$ cat config.mk
export PLATFORM = sky130hd
export DESIGN_NAME = instruction_fetch_unit
export DESIGN_NICKNAME = d
export VERILOG_FILES = /design/src/rtl/instruction_fetch_unit.sv
export SDC_FILE = /design/constraint.sdc
export NUM_CORES = 1
export LEC_CHECK = 0
export ABC_AREA = 0
export CORE_MARGIN = 2
export CORE_UTILIZATION = 28
export CTS_CLUSTER_DIAMETER = 120
export CTS_CLUSTER_SIZE = 12
export DETAILED_ROUTE_END_ITERATION = 10
export GPL_ROUTABILITY_DRIVEN = 0
export MAX_ROUTING_LAYER = met4
export PLACE_DENSITY = 0.64
export SYNTH_ARGS = -nofsm -noshare
export SYNTH_HDL_FRONTEND = slang
export SYNTH_SLANG_ARGS = --single-unit
$ cat constraint.sdc
create_clock -name clk -period 4.3 [get_ports clk]
set_input_delay 0.645 -clock clk [delete_from_list [all_inputs] [get_ports clk]]
set_output_delay 0.645 -clock clk [all_outputs]
set_load 0.005 [all_outputs]
$ cat src/rtl/instruction_fetch_unit.sv
// Fetch stage: owns the PC, reads the instruction memory combinationally and
// presents each fetched word to decode through a one-entry valid/ready register.
module instruction_fetch_unit #(
  parameter int                      DATA_SIZE    = 32,
  parameter int                      ADDRESS_SIZE = 16,
  parameter logic [ADDRESS_SIZE-1:0] RESET_PC     = '0,
  parameter logic [3:0]              HALT_OPCODE  = 4'b1111
) (
  input  logic                    clk,
  input  logic                    reset_n,
  input  logic                    enable,
  output logic [ADDRESS_SIZE-1:0] fetch_address,
  input  logic [DATA_SIZE-1:0]    fetch_out,
  input  logic                    branch_taken,
  input  logic [ADDRESS_SIZE-1:0] branch_target,
  output logic [DATA_SIZE-1:0]    instr_out,
  output logic [ADDRESS_SIZE-1:0] instr_pc,
  output logic                    instr_valid,
  input  logic                    instr_ready,
  output logic                    halted
);

  typedef enum logic [1:0] {
    IDLE = 2'd0,
    RUN  = 2'd1,
    HALT = 2'd2
  } state_t;

  state_t                  state_reg, state_next;
  logic [ADDRESS_SIZE-1:0] pc_reg, pc_next;
  logic [DATA_SIZE-1:0]    instr_reg, instr_next;
  logic [ADDRESS_SIZE-1:0] instr_pc_reg, instr_pc_next;
  logic                    valid_reg, valid_next;

  logic in_run;
  logic redirect;
  logic capture;
  logic accept;
  logic is_halt_word;

  // A branch pre-empts any capture at the same edge, including a HALT word.
  assign in_run       = (state_reg == RUN);
  assign redirect     = in_run && branch_taken;
  assign capture      = in_run && enable && !branch_taken && (!valid_reg || instr_ready);
  assign accept       = valid_reg && instr_ready;
  assign is_halt_word = (fetch_out[DATA_SIZE-1 -: 4] == HALT_OPCODE);

  always_ff @(posedge clk or negedge reset_n) begin
    if (!reset_n) begin
      state_reg    <= IDLE;
      pc_reg       <= RESET_PC;
      instr_reg    <= '0;
      instr_pc_reg <= '0;
      valid_reg    <= 1'b0;
    end else begin
      state_reg    <= state_next;
      pc_reg       <= pc_next;
      instr_reg    <= instr_next;
      instr_pc_reg <= instr_pc_next;
      valid_reg    <= valid_next;
    end
  end

  always_comb begin
    state_next = state_reg;
    case (state_reg)
      IDLE:    if (enable) state_next = RUN;
      RUN:     if (capture && is_halt_word) state_next = HALT;
      HALT:    state_next = HALT;
      default: state_next = IDLE;
    endcase
  end

  always_comb begin
    pc_next       = pc_reg;
    instr_next    = instr_reg;
    instr_pc_next = instr_pc_reg;
    valid_next    = valid_reg;
    if (redirect) begin
      pc_next    = branch_target;
      valid_next = 1'b0;
    end else if (capture) begin
      instr_next    = fetch_out;
      instr_pc_next = pc_reg;
      valid_next    = 1'b1;
      // The PC parks on a HALT word instead of advancing past it.
      if (!is_halt_word) pc_next = pc_reg + 1'b1;
    end else if (accept) begin
      valid_next = 1'b0;
    end
  end

  always_comb begin
    fetch_address = pc_reg;
    instr_out     = instr_reg;
    instr_pc      = instr_pc_reg;
    instr_valid   = valid_reg;
    halted        = (state_reg == HALT);
  end

endmodule
==> results of run 1 <==
Yosys cell counts, drive strengths merged (2+ instances only):
cell type,instances
nor3,4
nand3,8
and3,3
and4,4
a311oi,2
o31ai,4
clkbuf,7
or3,2
dfrtp,67
o31a,2
and2,5
nand2,13
nor2,18
inv,4
or4,5
nand4,4
a21oi,3
o21ai,4
buf,3
o311ai,2
ha,4
a31oi,10
mux2,49
nand2b,3
layer usage:
layer  wire [um]  vias to the layer above  GRT usage [%]
li1            -                     1120              -
met2        3419                       97          21.47
met3         545                       11          3.647
met1        3399                     1162          18.49
met4         116                        0          5.566
met5           0                        -              -
cell usage in the layout, fill, tap and decap left out, types with 5 or more instances in the layout:
cell / instances
a31oi_1: 10
clkbuf_8: 9
clkdlybuf4s50_1: 117
dfrtp_1: 67
mux2_2: 49
nand2_1: 12
nand3_1: 8
nor2_1: 18
or4_1: 5
path summary, 6_finish.rpt:
check / to / cells after the start / from
worst max register to register: fetch_address[10] / 6 / state_reg[1]
worst min register to register: instr_pc[11] / 1 / instr_pc[11]
max in group asynchronous: instr_out[21] / 1 / reset_n
min in group clk: instr_pc[11] / 1 / instr_pc[11]
worst max-delay path: fetch_address[10] / 4 / branch_taken
worst min-delay path: instr_pc[9] / 1 / reset_n
cell families (layout without fill, tap and decap cells):
family | Yosys count | after routing | synth area share, %
xor gates and xnor gates | 1 | 1 | 0.2970
muxes | 49 | 49 | 18.71
and+or+nand+nor | 71 | 71 | 12.64
adders and majority gates | 4 | 4 | 1.697
buffers and inverters | 14 | 140 | 1.909
DFF | 67 | 67 | 56.85
AOI/OAI and AO/OA | 33 | 33 | 7.892
stage by stage:
step | utilization [%] | instances | area [um2]
after floorplan | - | 239 | 2949
after global placement | 41.61 | 485 | 4277
after detailed placement | 41.61 | 485 | 4277
after CTS | 43.96 | 501 | 4518
after global routing | 43.96 | 501 | 4518
final | 43.96 | 501 | 4518
final cells by class:
type | count | share of cell area [%]
inverters | 4 | 0.3323
flip-flops and latches | 67 | 37.11
repair buffers | 120 | 26.42
clock buffers | 10 | 2.825
well taps | 136 | 3.766
clock inverters | 6 | 2.520
multi-input cells | 158 | 27.03
where the power goes:
group | total, mW | internal, mW | switching [mW]
clock network | 0.632 | 0.386 | 0.246
logic | 1.23 | 0.838 | 0.390
registers | 1.18 | 0.940 | 0.242
total | 3.04 | 2.16 | 0.877
==> run_results.csv, run 1 <==
group,metric,value,unit
run_status,status,"completed",
final_layout,syn_to_final_growth,53.20,%
logic_synthesis,synth.largest_area_cell,"dfrtp_1",
timing,hold_viol,0,
drt,wl,7.482,mm
critical_path,crit_buf_inv,1,
global_route,gr-total-overflow,0,
critical_path,crit_family,"simple AND/OR/NAND/NOR gates",
timing,clock_skew,10.22,ps
global_route,grt_pass1_vias,2461,
timing,totalNegativeSetupSlack,0,ps
timing,period_needed,2406,ps
timing,worst_slack,1894,ps
final_layout,num-fill-cells,986,
global_route,grt_pass1_wl,12.35,mm
critical_path,crit_chain,"clkdlybuf4s50_1 > or4_1 > or4_1 > a31oi_1",
timing,maxSlewHeadroom,31.42,%
logic_synthesis,synth_seq_area_share,56.85,%
final_layout,multi_input_area,1221,um2
clock_tree,ctsResizeCount,0,
pwr,peakVddDrop,0.0002859,V
critical_path,cp_common_cell,"or4_1",
clock_tree,cts_max_level,3,
final_layout,regArea,1677,um2
logic_synthesis,synth_top_area_share,56.85,%
clock_tree,cts_buffers,9,
critical_path,worstPathMaxFanout,11,
timing,worstMarginPinSlew,1019,ps
critical_path,crit_path_start_kind,"primary input",
clock_tree,worstSkewPairLatency,340,ps
logic_synthesis,async_flop_share,100.0,%
clock_tree,cts_hold_buf,0,
clock_tree,cts_tree,"done",
global_route,track_usage,14.26,%
timing,fmax,415.6,MHz
drt,ant_nets,0,
drt,routedWlPerCell,14.93,um
logic_synthesis,yosys_warnings,0,
place,port_buffers,118,
clock_tree,cts_buffer_depth,2,
timing,setup_viol,0,
timing,holdWs,416.6,ps
global_route,grt_antenna_before_repair,0,
die,core-area,10280,um2
timing,rsz0062_at_grt,"false",
global_route,grt_max_degree,68,
critical_path,slowest_delay,720,ps
critical_path,crit_arrival,2670,ps
final_layout,antenna_cells,0,
logic_synthesis,ys_types,36,
min_path,hold_path_class,"in -> async",
critical_path,reg2reg_slack,2040,ps
clock_tree,clock_sinks,67,
die,row_count,37,
critical_path,path_class,"in -> reg",
logic_synthesis,ys.flop_type,"dfrtp_1",
timing,slew_violations,0,
final_layout,nets,417,
logic_synthesis,yosys-top-cells-area,"dfrtp_1, mux2_2, nor2_1",
clock_tree,postCtsSetupRepairBufs,0,
logic_synthesis,synthesis.area,2949,um2
timing,period_share,55.96,%
critical_path,cp_slowest_cell,"or4_1",
die,io_pins,119,
logic_synthesis,synth_area_per_cell,12.34,um2
drt,drtIter0Drc,82,
pwr,leakagePower,1.811,nW
final_layout,layout-drive-gt1-share,19.73,%
final_layout,largest_register_ff_count,32,
die,initial_core_util,28.69,%
drt,drc,0,
pwr,power_density,672.9,nW/um2
place,place_ws,1540,ps
logic_synthesis,synthesis.nets,296,
clock_tree,clkTransAtPathRegs,70,ps
drt,vias_per_cell,4.770,
drt,drt-pass1-iter-count,4,
die,dieArea,11370,um2
flow_run,cap_violations,0,
place,hpwlAfterDp,5.395,mm
critical_path,end_kind,"register",
logic_synthesis,synth-seq-cells,67,
drt,vias,2390,
pwr,p_total,3.040,mW
die,die_y,106.6,um
logic_synthesis,syn_inst,239,
critical_path,critical_path_required,4560,ps
die,die_w,106.6,um
clock_tree,clock_tree.root_cell,"clkbuf_8",
logic_synthesis,synth-edff-count,0,
Power figures use the tool's default switching activity.
==> run 2, diff against run 1 <==
PLACE_DENSITY = 0.66   (was 0.64)
clock period = 2.1 ns   (was 4.3 ns; I/O delays follow)
==> run_results.csv, run 2 (synthesis results as in run 1) <==
group,metric,value,unit
timing,slew_violations,0,
final_layout,nets,437,
critical_path,crit_chain,"inv_1 > ha_1 > nand2_2 > or4_1 > or4_1 > a31oi_1",
clock_tree,cts_tree,"done",
global_route,grt_max_degree,45,
drt,wl,7.840,mm
critical_path,slowest_delay,530,ps
die,initial_core_util,28.69,%
global_route,gr-total-overflow,0,
drt,routedWlPerCell,15.05,um
pwr,peakVddDrop,0.0005370,V
final_layout,fin_cells,521,
critical_path,cp_common_cell,"or4_1",
flow_run,cap_violations,0,
final_layout,final_common_cell,"clkdlybuf4s50_1",
final_layout,post-route-util,45.13,%
critical_path,crit_family,"simple AND/OR/NAND/NOR gates",
global_route,grt_antenna_before_repair,0,
final_layout,antenna_cells,0,
critical_path,path_class,"reg -> reg",
place,hpwlAfterDp,5.916,mm
place,port_buffers,118,
critical_path,timing.rr.end,"fetch_address[10]",
die,dieArea,11370,um2
clock_tree,clock_tree.root_cell,"clkbuf_8",
timing,hold_viol,0,
run_status,status,"completed",
critical_path,reg2reg_slack,100,ps
pwr,p_total,6.181,mW
timing,worstMarginPinSlew,548.6,ps
final_layout,layout-drive-gt1-share,23.38,%
place,place_ws,-125.9,ps
clock_tree,postCtsSetupRepairBufs,0,
drt,drt-pass1-iter-count,4,
critical_path,critical_path_required,2360,ps
critical_path,end_kind,"register",
timing,period_needed,1997,ps
clock_tree,clkTransAtPathRegs,80,ps
clock_tree,clock_sinks,67,
die,row_count,37,
clock_tree,cts_buffers,9,
drt,drc,0,
min_path,hold_path_class,"in -> async",
critical_path,crit_buf_inv,1,
timing,period_share,95.10,%
clock_tree,cts_max_level,3,
global_route,grt_pass1_vias,2615,
timing,clock_skew,12.13,ps
critical_path,r2r_start,"state_reg[1]",
final_layout,syn_to_final_growth,57.28,%
critical_path,cp_slowest_cell,"or4_1",
critical_path,reg2reg_depth,6,
drt,vias,2480,
timing,setup_viol,0,
die,die_y,106.6,um
global_route,grtUsageMet2,22.84,%
timing,worst_slack,102.9,ps
global_route,grt_use_met1,19.27,%
pwr,power_density,1333,nW/um2
final_layout,mostFrequentLayoutCells,"clkdlybuf4s50_1, dfrtp_1, mux2_2",
clock_tree,worstSkewPairLatency,340,ps
die,core-area,10280,um2
timing,fmax,500.7,MHz
global_route,track_usage,14.90,%
die,die_w,106.6,um
global_route,use_met3,4.195,%
place,dp_cells,504,
clock_tree,cts_buffer_depth,2,
timing,maxSlewHeadroom,63.43,%
critical_path,crit_path_start_kind,"register",
final_layout,largest_register_ff_count,32,
critical_path,crit_arrival,2260,ps
timing,rsz0062_at_grt,"false",
final_layout,num-fill-cells,998,
drt,drtIter0Drc,103,
critical_path,worstPathMaxFanout,3,
drt,vias_per_cell,4.760,
global_route,busiest_layer,"met2",
die,io_pins,119,
global_route,grt_pass1_wl,12.81,mm
drt,ant_nets,0,
timing,totalNegativeSetupSlack,0,ps
pwr,leakagePower,1.897,nW
## run 2: metal layers
metal  wire length [um]  share of wire (%)
met5                  0                  0
met3                547                7.0
met2               3695                 47
met1               3532                 45
met4                 64               0.82
## run 2: worst register-to-register path: stages, from the launching register on
cell and delay, ps:
dfrtp_1 390, inv_1 90, ha_1 180, nand2_2 60
or4_1 500, or4_1 530, a31oi_1 170
## run 2: through the flow
| stage | hold WS, ps | instance area, um2 |
|---|---|---|
| after floorplan | 19.41 | 2949 |
| after global placement | 346.1 | 4419 |
| after detailed placement | 347.2 | 4419 |
| after CTS | 508.4 | 4638 |
| after global routing | 518.9 | 4638 |
| final | 495.6 | 4638 |
## run 2: worst max-delay path by stage
stage / startpoint / to / slack (ps) / cells past startpoint
2_1_floorplan: state_reg[1] / fetch_address[10] / 40 / 7
3_3_place_gp: fetch_out[30] / fetch_address[10] / -60 / 5
6_report: state_reg[1] / fetch_address[10] / 100 / 6
3_5_place_dp: fetch_out[30] / fetch_address[10] / -130 / 5
5_1_grt: state_reg[1] / fetch_address[10] / 5 / 6
4_1_cts: state_reg[1] / fetch_address[10] / 80 / 6
## run 2: layout make-up
| type | instances | area, um2 | area share, % |
|---|---|---|---|
| repair buffers | 140 | 1346 | 29.03 |
| inverters | 4 | 15.01 | 0.3237 |
| clock inverters | 5 | 77.57 | 1.673 |
| well taps | 136 | 170.2 | 3.669 |
| flip-flops and latches | 67 | 1677 | 36.15 |
| clock buffers | 11 | 131.4 | 2.832 |
| multi-input cells | 158 | 1221 | 26.33 |
## run 2: where the power goes
group / total (mW) / internal (mW) / switching, mW
clock: 1.17 / 0.666 / 0.501
sequential: 2.42 / 1.92 / 0.495
combinational: 2.59 / 1.77 / 0.820
## run 2: what timing repair did
item                                    in CTS  in global routing
hold buffers                                 1                  0
resized for setup                            0                  0
endpoints found under the setup margin       0                  1
hold endpoints to repair                    42                  0
